### src/rtl/crossbar_2x2_top.sv
// 2x2 req/ack crossbar: addr[31] selects the slave, round-robin per slave, 0-cycle ack/rdata return.
// Optional debug ports (rsent0/1, req_stat0/1) enabled by defining CROSSBAR_DEBUG_EN.
module crossbar_2x2_top (
  input  logic        clk,
  input  logic        rst_n,
  input  logic        master_0_req,
  input  logic        master_0_cmd,
  input  logic [31:0] master_0_addr,
  input  logic [31:0] master_0_wdata,
  output logic [31:0] master_0_rdata,
  output logic        master_0_ack,
  input  logic        master_1_req,
  input  logic        master_1_cmd,
  input  logic [31:0] master_1_addr,
  input  logic [31:0] master_1_wdata,
  output logic [31:0] master_1_rdata,
  output logic        master_1_ack,
  output logic        slave_0_cmd,
  output logic [31:0] slave_0_addr,
  output logic [31:0] slave_0_wdata,
  input  logic [31:0] slave_0_rdata,
  input  logic        slave_0_ack,
  output logic        slave_1_cmd,
  output logic [31:0] slave_1_addr,
  output logic [31:0] slave_1_wdata,
  input  logic [31:0] slave_1_rdata,
  input  logic        slave_1_ack
`ifdef CROSSBAR_DEBUG_EN
  ,
  output logic        rsent0,
  output logic        rsent1,
  output logic [1:0]  req_stat0,
  output logic [1:0]  req_stat1
`endif
);

  typedef enum logic [1:0] {IDLE = 2'b00, GNT_M0 = 2'b01, GNT_M1 = 2'b10} gnt_e;

  logic [1:0]       m_req, m_cmd, m_tgt, s_ack;
  logic [1:0][31:0] m_addr, m_wdata, s_rdata;
  logic [1:0][1:0]  req_s;  // req_s[slave][master]

  assign m_req   = {master_1_req, master_0_req};
  assign m_cmd   = {master_1_cmd, master_0_cmd};
  assign m_addr  = {master_1_addr, master_0_addr};
  assign m_wdata = {master_1_wdata, master_0_wdata};
  assign m_tgt   = {master_1_addr[31], master_0_addr[31]};
  assign s_ack   = {slave_1_ack, slave_0_ack};
  assign s_rdata = {slave_1_rdata, slave_0_rdata};
  assign req_s[0] = m_req & ~m_tgt;
  assign req_s[1] = m_req & m_tgt;

  gnt_e       state_q [2];
  gnt_e       state_d [2];
  logic [1:0] last_q, last_d;

  // last_served resets to master 1 so master 0 wins the first conflict
  always_ff @(posedge clk or negedge rst_n) begin
    if (!rst_n) begin
      state_q[0] <= IDLE;
      state_q[1] <= IDLE;
      last_q     <= 2'b11;
    end else begin
      state_q[0] <= state_d[0];
      state_q[1] <= state_d[1];
      last_q     <= last_d;
    end
  end

  always_comb begin
    state_d[0] = state_q[0];
    state_d[1] = state_q[1];
    last_d     = last_q;
    for (int s = 0; s < 2; s++) begin
      case (state_q[s])
        IDLE: begin
          if (req_s[s][0] && req_s[s][1]) state_d[s] = last_q[s] ? GNT_M0 : GNT_M1;
          else if (req_s[s][0])           state_d[s] = GNT_M0;
          else if (req_s[s][1])           state_d[s] = GNT_M1;
        end
        GNT_M0: if (s_ack[s]) begin
          state_d[s] = IDLE;
          last_d[s]  = 1'b0;
        end
        GNT_M1: if (s_ack[s]) begin
          state_d[s] = IDLE;
          last_d[s]  = 1'b1;
        end
        default: state_d[s] = IDLE;
      endcase
    end
  end

  logic [1:0]       s_cmd, mo_ack;
  logic [1:0][31:0] s_addr, s_wdata, mo_rdata;

  // A master targets only one slave at a time, so OR-merging the returns is safe
  always_comb begin
    s_cmd    = '0;
    s_addr   = '0;
    s_wdata  = '0;
    mo_ack   = '0;
    mo_rdata = '0;
    for (int s = 0; s < 2; s++) begin
      case (state_q[s])
        GNT_M0: begin
          s_cmd[s]    = m_cmd[0];
          s_addr[s]   = m_addr[0];
          s_wdata[s]  = m_wdata[0];
          mo_ack[0]   = mo_ack[0] | s_ack[s];
          mo_rdata[0] = mo_rdata[0] | s_rdata[s];
        end
        GNT_M1: begin
          s_cmd[s]    = m_cmd[1];
          s_addr[s]   = m_addr[1];
          s_wdata[s]  = m_wdata[1];
          mo_ack[1]   = mo_ack[1] | s_ack[s];
          mo_rdata[1] = mo_rdata[1] | s_rdata[s];
        end
        default: ;
      endcase
    end
  end

  assign slave_0_cmd    = s_cmd[0];
  assign slave_0_addr   = s_addr[0];
  assign slave_0_wdata  = s_wdata[0];
  assign slave_1_cmd    = s_cmd[1];
  assign slave_1_addr   = s_addr[1];
  assign slave_1_wdata  = s_wdata[1];
  assign master_0_ack   = mo_ack[0];
  assign master_0_rdata = mo_rdata[0];
  assign master_1_ack   = mo_ack[1];
  assign master_1_rdata = mo_rdata[1];

`ifdef CROSSBAR_DEBUG_EN
  assign rsent0    = (state_q[0] == GNT_M0) || (state_q[1] == GNT_M0);
  assign rsent1    = (state_q[0] == GNT_M1) || (state_q[1] == GNT_M1);
  assign req_stat0 = state_q[0];
  assign req_stat1 = state_q[1];
`endif

endmodule

### config.mk
export PLATFORM = sky130hd
export DESIGN_NAME = crossbar_2x2_top
export DESIGN_NICKNAME = d
export VERILOG_FILES = /design/src/rtl/crossbar_2x2_top.sv
export SDC_FILE = /design/constraint.sdc
export NUM_CORES = 1
export LEC_CHECK = 0
export BUFFER_PORTS_ARGS = -buffer_cell sky130_fd_sc_hd__clkbuf_2
export CAP_MARGIN = 20
export CORE_AREA = 3 3 151 153
export CTS_CLUSTER_DIAMETER = 150
export CTS_CLUSTER_SIZE = 10
export DETAILED_ROUTE_END_ITERATION = 8
export DIE_AREA = 0 0 154 156
export PLACE_DENSITY = 0.39
export REMOVE_ABC_BUFFERS = 1
export SLEW_MARGIN = 20
export SYNTH_ARGS = -nofsm -noshare
export SYNTH_HDL_FRONTEND = slang
export SYNTH_SLANG_ARGS = --single-unit
### constraint.sdc
create_clock -name clk -period 2.7 [get_ports clk]
set_input_delay 0.54 -clock clk [delete_from_list [all_inputs] [get_ports clk]]
set_output_delay 0.54 -clock clk [all_outputs]
set_load 0.1 [all_outputs]
==> flow_summary.ini, run 1 <==
[worst_setup_path]
rr_worst_depth = 6
crit_chain = inv_1, ha_4, buf_4, a22oi_1, nor2b_1, buf_12
cp_slowest_cell = dfrtp_1
cp_slowest_stage_delay_ps = 400
endpoint_kind = primary output
arrival_ps = 1930
worst-path-max-fanout = 18
cp.required_ps = 2160
crit_type = reg -> out
start_kind = flip-flop

[synth]
synth_flop_cell = dfrtp_1
yosysUniqueCellTypes = 18
synthArstFlopShare_pct = 100
yosysMostFrequentCell = nor2b_1
yosys.area_share.simple_pct = 28.3
synth_seq_area_share_pct = 4.79
synthXorXnorAreaFrac_pct = 0
synth-compound-area-share_pct = 50.8
synth_area_leaders = a22oi_1 (31%), nor2b_1 (26%), a22o_1 (18%)
synth_edf_count = 0
yosysWarnings = 0
synth_top_area_share_pct = 30.6
synthAdderAreaFrac_pct = 3.14
ys_ff_latch = 6
syn_avg_cell_area_um2 = 7.46
synth_top_family_by_area = compound AO/OA/AOI/OAI gates
synth.area.mux_share_pct = 0
syn_inst = 427
yosysTopAreaCell = a22oi_1
synth_common_cells = nor2b_1 (132), a22oi_1 (130), a22o_1 (67)
syn_area_um2 = 3190

[die]
die_x_um = 154
core_um2 = 21700
die_height_um = 156
ioPinCount = 396
initial_utilization_pct = 14.7
die_area_um2 = 24000
std_cell_rows = 54

[route]
first_iter_violations = 267
drt-vias-per-instance = 4.66
antenna_left = 0
drc = 0
wirelength_mm = 21.4
via_count = 4955
drt_pass1_iterations = 4
avgRoutedWirePerCell_um = 20.1

[timing]
fmax_mhz = 405
rsz0062_at_grt = no
slew_viol_final = 0
worst_pin_slew_ps = 542
setup_ws_ps = 229
period_needed_ps = 2470
max-slew-margin-rel_pct = 64.0
final_hold_viol_count = 0
fin_skew_ps = 0.0289
period_share_pct = 91.5
finalSetupViolations = 0

[grt]
antenna_found_initial = 2
grt-busiest-layer = met2
grt_util_met3_pct = 3.80
grt_usage_pct = 15.9
grt_max_degree = 70
grtUsageMet1_pct = 19.9
grt-ovfl-total = 0
grt_pass1_vias = 4816
grt_pass1_wl_mm = 30.8
use_met2_pct = 28.3

[place]
place_hpwl_mm = 17.3
dp_slack_ps = 447
io_buffers = 395
gp_routability_congestion = 0.788
dp_cells = 1059

[finish]
fillers = 2182
fin_cells = 1064
drive_gt1_share_pct = 54.1
area_growth_pct = 164
nets = 992

[outcome]
status = complete, no violations

[clock_network]
ctsResizeCount = 0
postCtsSetupRepairBufs = 0
cts_tree = done
cts_buffer_depth = 2
holdBufCountCts = 0
cts_buffers = 3
clkTransAtPathRegs_ps = 30
cts_sinks = 6
htree_levels = 1
clk_root_buffer_cell = clkbuf_16
clock_latency_ps = 220

[hold_path]
hold_class = in -> async

[run]
drv_cap = 0
-- routing by layer --
metal / up-vias / routed length (um)
li1: 2362 / -
met1: 2352 / 8620
met2: 235 / 11000
met3: 6 / 1690
met4: 0 / 108
met5: - / 0
-- worst max-delay path, delay by kind of cell (launching register included) --
family / cells / cell delay, ps
AO/OA/AOI/OAI: 1 / 150
adder cells (fa/ha/maj): 1 / 240
buffers and inverters: 3 / 660
flip-flops: 1 / 400
AND/OR/NAND/NOR: 1 / 230
-- path summary, 6_finish.rpt --
path	from	endpoint	slack, ps
worst max register to register	state_q[2]	state_q[3]	870
worst min register to register	last_q[1]	last_q[1]	560
max in group asynchronous	rst_n	last_q[0]	2340
worst min-delay path	rst_n	state_q[1]	140
worst max-delay path	state_q[0]	slave_1_wdata[14]	230
min in group clk	last_q[1]	last_q[1]	560
-- final cells by class --
class	count	area [um2]	share of cell area, %
repair buffers	410	5130	61.0
flip-flops and latches	6	153	1.82
diodes	2	5.00	0.0595
multi-input cells	358	2680	31.8
well taps	280	350	4.17
clock buffers	3	75.1	0.893
inverters	5	18.8	0.223
-- state kept, by name, summed over array words and instances (netlist names) --
signal	cells
state_q	4
last_q	2
-- per-stage QoR --
stage / TNS [ps] / util [%] / hold WS, ps / cell area, um2
4_1_cts: 0 / 38.7 / 142 / 8400
6_report: 0 / 38.8 / 137 / 8410
3_3_place_gp: 0 / 38.4 / 377 / 8330
3_5_place_dp: 0 / 38.4 / 379 / 8330
5_1_grt: 0 / 38.8 / 150 / 8410
2_1_floorplan: -288830 / - / 244 / 2790
-- cell families (layout without fill, tap and decap cells) --
logic type | after synthesis | in the layout
AND/OR/NAND/NOR | 145 | 145
adder cells (fa/ha/maj) | 8 | 8
flip-flops | 6 | 6
AO/OA/AOI/OAI | 205 | 205
other | 0 | 2
buffers and inverters | 63 | 418
-- cell usage in the layout (no fill, tap or decap), drive strengths merged --
cell	count
buf	210
clkbuf	203
nor2b	132
a22oi	130
a22o	67
ha	8
inv	5
nand2	5
a21oi	4
o32ai	4
dfrtp	4
nand2b	4
nor2	3
diode	2
dfstp	2
and3	1
Power of run 1 is not shown: default switching activity piles up to over one toggle a cycle in this logic, so the estimate is an artifact.
==> run 2: changes to the inputs <==
--- a/config.mk
+++ b/config.mk
@@ -5,7 +5,7 @@
 export SDC_FILE = /design/constraint.sdc
 export NUM_CORES = 1
 export LEC_CHECK = 0
-export BUFFER_PORTS_ARGS = -buffer_cell sky130_fd_sc_hd__clkbuf_2
+export BUFFER_PORTS_ARGS = -buffer_cell sky130_fd_sc_hd__buf_2
 export CAP_MARGIN = 20
 export CORE_AREA = 3 3 151 153
 export CTS_CLUSTER_DIAMETER = 150
==> flow_summary.ini, run 2 (same netlist as run 1, synthesis figures left out) <==
[outcome]
status = complete, no violations

[worst_setup_path]
r2r_setup_slack_ps = 900
crit_type = reg -> out
endpoint_kind = primary output
crit_start = state_q[0]
regToRegStartpoint = state_q[2]
cp.required_ps = 2160
start_kind = flip-flop
r2r_end = state_q[3]
worst-path-max-fanout = 23
rr_worst_depth = 6
arrival_ps = 2040

[finish]
area_growth_pct = 163
largest-register = state_q
nets = 990
layout_common_cells = buf_12 (204), buf_2 (201), nor2b_1 (132)
fin_util_pct = 38.7
drive_gt1_share_pct = 54.0
fillers = 2160
mostFrequentLayoutCell = buf_12
regArea_um2 = 153
multi_input_area_um2 = 2680
largestRegisters = state_q: 4 flops, last_q: 2 flops
largest_reg_flops = 4
antenna_cells = 0

[timing]
rsz0062_at_grt = no
final_hold_viol_count = 0
finalSetupViolations = 0
worst_pin_slew_ps = 502
period_needed_ps = 2580
slew_viol_final = 0
setup_tns_ps = 0
hold_slack_ps = 131
fmax_mhz = 388
period_share_pct = 95.4
fin_skew_ps = 0.149
max-slew-margin-rel_pct = 66.8

[route]
via_count = 5002
avgRoutedWirePerCell_um = 20.4
drt-vias-per-instance = 4.72
antenna_left = 0
drc = 0
first_iter_violations = 236
wirelength_mm = 21.7
drt_pass1_iterations = 5

[hold_path]
hold_class = in -> async

[die]
die_x_um = 154
initial_utilization_pct = 14.7
core_um2 = 21700
ioPinCount = 396
std_cell_rows = 54
die_area_um2 = 24000
die_height_um = 156

[clock_network]
ctsResizeCount = 0
postCtsSetupRepairBufs = 0
cts_buffers = 3
cts_tree = done
clkTransAtPathRegs_ps = 30
cts_sinks = 6
htree_levels = 1
clock_latency_ps = 220
clk_root_buffer_cell = clkbuf_16
cts_buffer_depth = 2
holdBufCountCts = 0

[place]
io_buffers = 395
gp_routability_congestion = 0.784
place_hpwl_mm = 17.1

[grt]
grt_max_degree = 67
grt_usage_pct = 16.2
grt_pass1_wl_mm = 31.3
grt-ovfl-total = 0
grt_pass1_vias = 4971
antenna_found_initial = 1

[run]
drv_cap = 0
[run 2: changes by cell type in the layout (fill, tap and decap cells not counted)]
cell,change
buf_2,+201
diode_2,-2
buf_4,-3
clkbuf_2,-200
[run 2: through the flow]
step | setup WS (ps) | cell area, um2 | std cells
after floorplan | -1720 | 2790 | 369
after global placement | 389 | 8310 | 1057
after detailed placement | 358 | 8310 | 1057
after CTS | 102 | 8380 | 1060
after global routing | 8.94 | 8380 | 1060
final | 123 | 8380 | 1060
[run 2: worst max path at each step]
| stage | end | slack (ps) | depth (start not counted) |
|---|---|---|---|
| 2_1_floorplan | slave_1_wdata[30] | -1720 | 4 |
| 3_3_place_gp | slave_1_wdata[16] | 390 | 6 |
| 3_5_place_dp | slave_1_addr[17] | 360 | 6 |
| 4_1_cts | slave_1_addr[17] | 100 | 6 |
| 5_1_grt | slave_1_addr[17] | 9 | 6 |
| 6_report | slave_1_addr[17] | 120 | 6 |
[run 2: cell type report]
cell class,instances,area share [%]
repair buffers,408,61.0
clock buffers,3,0.895
flip-flops and latches,6,1.82
multi-input cells,358,31.9
well taps,280,4.18
inverters,5,0.224
[run 2: per-layer routing]
layer  track usage, %  up-vias  wire (um)
met2             29.5      247      11100
met3             3.80       12       1630
li1                 -     2346          -
met4             1.89        2        182
met5                0        -         13
met1             20.0     2395       8720
[run 2: worst max-delay path: stages (launching register included)]
cell,delay [ps]
dfrtp_1,400
inv_1,180
ha_4,270
buf_4,310
a22oi_1,150
nor2b_1,270
buf_12,220
Power of run 2 is left out for the same reason.
==> run 3: changes to the inputs <==
--- a/config.mk
+++ b/config.mk
@@ -14,6 +14,7 @@
 export DIE_AREA = 0 0 154 156
 export PLACE_DENSITY = 0.39
 export REMOVE_ABC_BUFFERS = 1
+export SETUP_SLACK_MARGIN = 0.5
 export SLEW_MARGIN = 20
 export SYNTH_ARGS = -nofsm -noshare
 export SYNTH_HDL_FRONTEND = slang
==> flow_summary.ini, run 3 (same netlist as run 1, synthesis figures left out) <==
[outcome]
status = complete, no violations

[clock_network]
cts_buffer_depth = 2
cts_sinks = 6
clock_latency_ps = 220
cts_tree = done
htree_levels = 1
cts_buffers = 3
clkTransAtPathRegs_ps = 30
clk_root_buffer_cell = clkbuf_16

[grt]
grt-ovfl-total = 0
grt_pass1_vias = 5613
grt_pass1_wl_mm = 38.0
antenna_found_initial = 3
grt_usage_pct = 20.7
grt_max_degree = 43

[timing]
finalSetupViolations = 0
setup_tns_ps = 0
final_hold_viol_count = 0
worst_pin_slew_ps = 319
fmax_mhz = 428
period_needed_ps = 2330
period_share_pct = 86.5
fin_skew_ps = 0.157
rsz0062_at_grt = yes
max-slew-margin-rel_pct = 78.7
slew_viol_final = 0

[place]
dp_cells = 1057
gp_routability_congestion = 0.784
io_buffers = 395
place_hpwl_mm = 17.1

[route]
avgRoutedWirePerCell_um = 27.4
wirelength_mm = 31.2
antenna_left = 0
via_count = 5731
drt-vias-per-instance = 5.02
first_iter_violations = 373
drt_pass1_iterations = 4
drc = 0

[worst_setup_path]
cp.required_ps = 2160
endpoint_kind = primary output
crit_top_cell = buf_12
cp_slowest_cell = dfrtp_1
start_kind = flip-flop
worst-path-max-fanout = 23
crit_chain = inv_2, ha_4, buf_12, buf_12, a22oi_1, nor2b_2, buf_12
cp_slowest_stage_delay_ps = 370
regToRegStartpoint = state_q[3]
arrival_ps = 1790
crit_type = reg -> out
crit_start = state_q[0]

[die]
std_cell_rows = 54
die_height_um = 156
core_um2 = 21700
die_area_um2 = 24000
initial_utilization_pct = 14.7
ioPinCount = 396
die_x_um = 154

[finish]
largestRegisters = state_q: 4 flops, last_q: 2 flops
multi_input_area_um2 = 3910
nets = 1069
largest_reg_flops = 4
drive_gt1_share_pct = 86.7
largest-register = state_q
area_growth_pct = 254
regArea_um2 = 153
fillers = 1909
fin_cells = 1141
mostFrequentLayoutCell = buf_12
layout_common_cells = buf_12 (217), buf_2 (199), a22oi_2 (91)

[hold_path]
hold_class = in -> async

[run]
drv_cap = 0
run 3: cell types whose count changed in the layout (fill, tap and decap cells not counted), sizes merged:
cell    previous run  this run
diode              0         2
bufbuf             0         2
clkbuf             3        24
buf              408       464
run 3: area by class of cell:
cell class	instances	share of cell area, %
Clock buffer	3	0.665
Tap cell	280	3.10
Sequential cell	6	1.35
Multi-Input combinational cell	358	34.7
Antenna cell	2	0.0443
Timing Repair Buffer	487	60.0
Inverter	5	0.166
run 3: what timing repair did:
item                                    in CTS  in global routing
hold buffers                                 0                  0
resized for setup                          188                154
buffers inserted                            22                 14
endpoints found under the setup margin     196                195
pin swaps                                   24                 51
gates cloned                                20                 23
run 3: path summary, 6_finish.rpt:
path,endpoint,cells past startpoint,slack [ps]
min,state_q[0],1,130
min in group clk,last_q[0],1,570
max,slave_1_addr[17],7,370
max reg2reg,state_q[2],7,890
max in group asynchronous,last_q[0],1,2350
min reg2reg,last_q[0],1,570
run 3: critical path: cells and delay by family, from the launching register on:
kind                       cells  cell delay [ps]
and+or+nand+nor                1              210
DFF                            1              370
AOI/OAI and AO/OA              1              120
adders and majority gates      1              180
buffers and inverters          4              670
run 3: metal layers:
layer	part of all wire (%)	GRT usage (%)	vias to the layer above	wire length, um
met5	0.042	0	-	13
met4	2.1	4.12	2	652
met3	7.8	4.41	42	2430
met2	53	38.2	322	16400
met1	38	24.8	2820	11700
li1	-	-	2545	-
run 3: per-stage QoR:
step | setup WS (ps) | hold WS, ps | utilization, % | instance area [um2]
6_report | 365 | 132 | 52.1 | 11300
3_5_place_dp | 358 | 373 | 38.3 | 8310
2_1_floorplan | -1720 | 244 | - | 2790
3_3_place_gp | 389 | 368 | 38.3 | 8310
5_1_grt | 323 | 142 | 52.1 | 11300
4_1_cts | 387 | 138 | 45.2 | 9790
Power of run 3 is left out for the same reason.
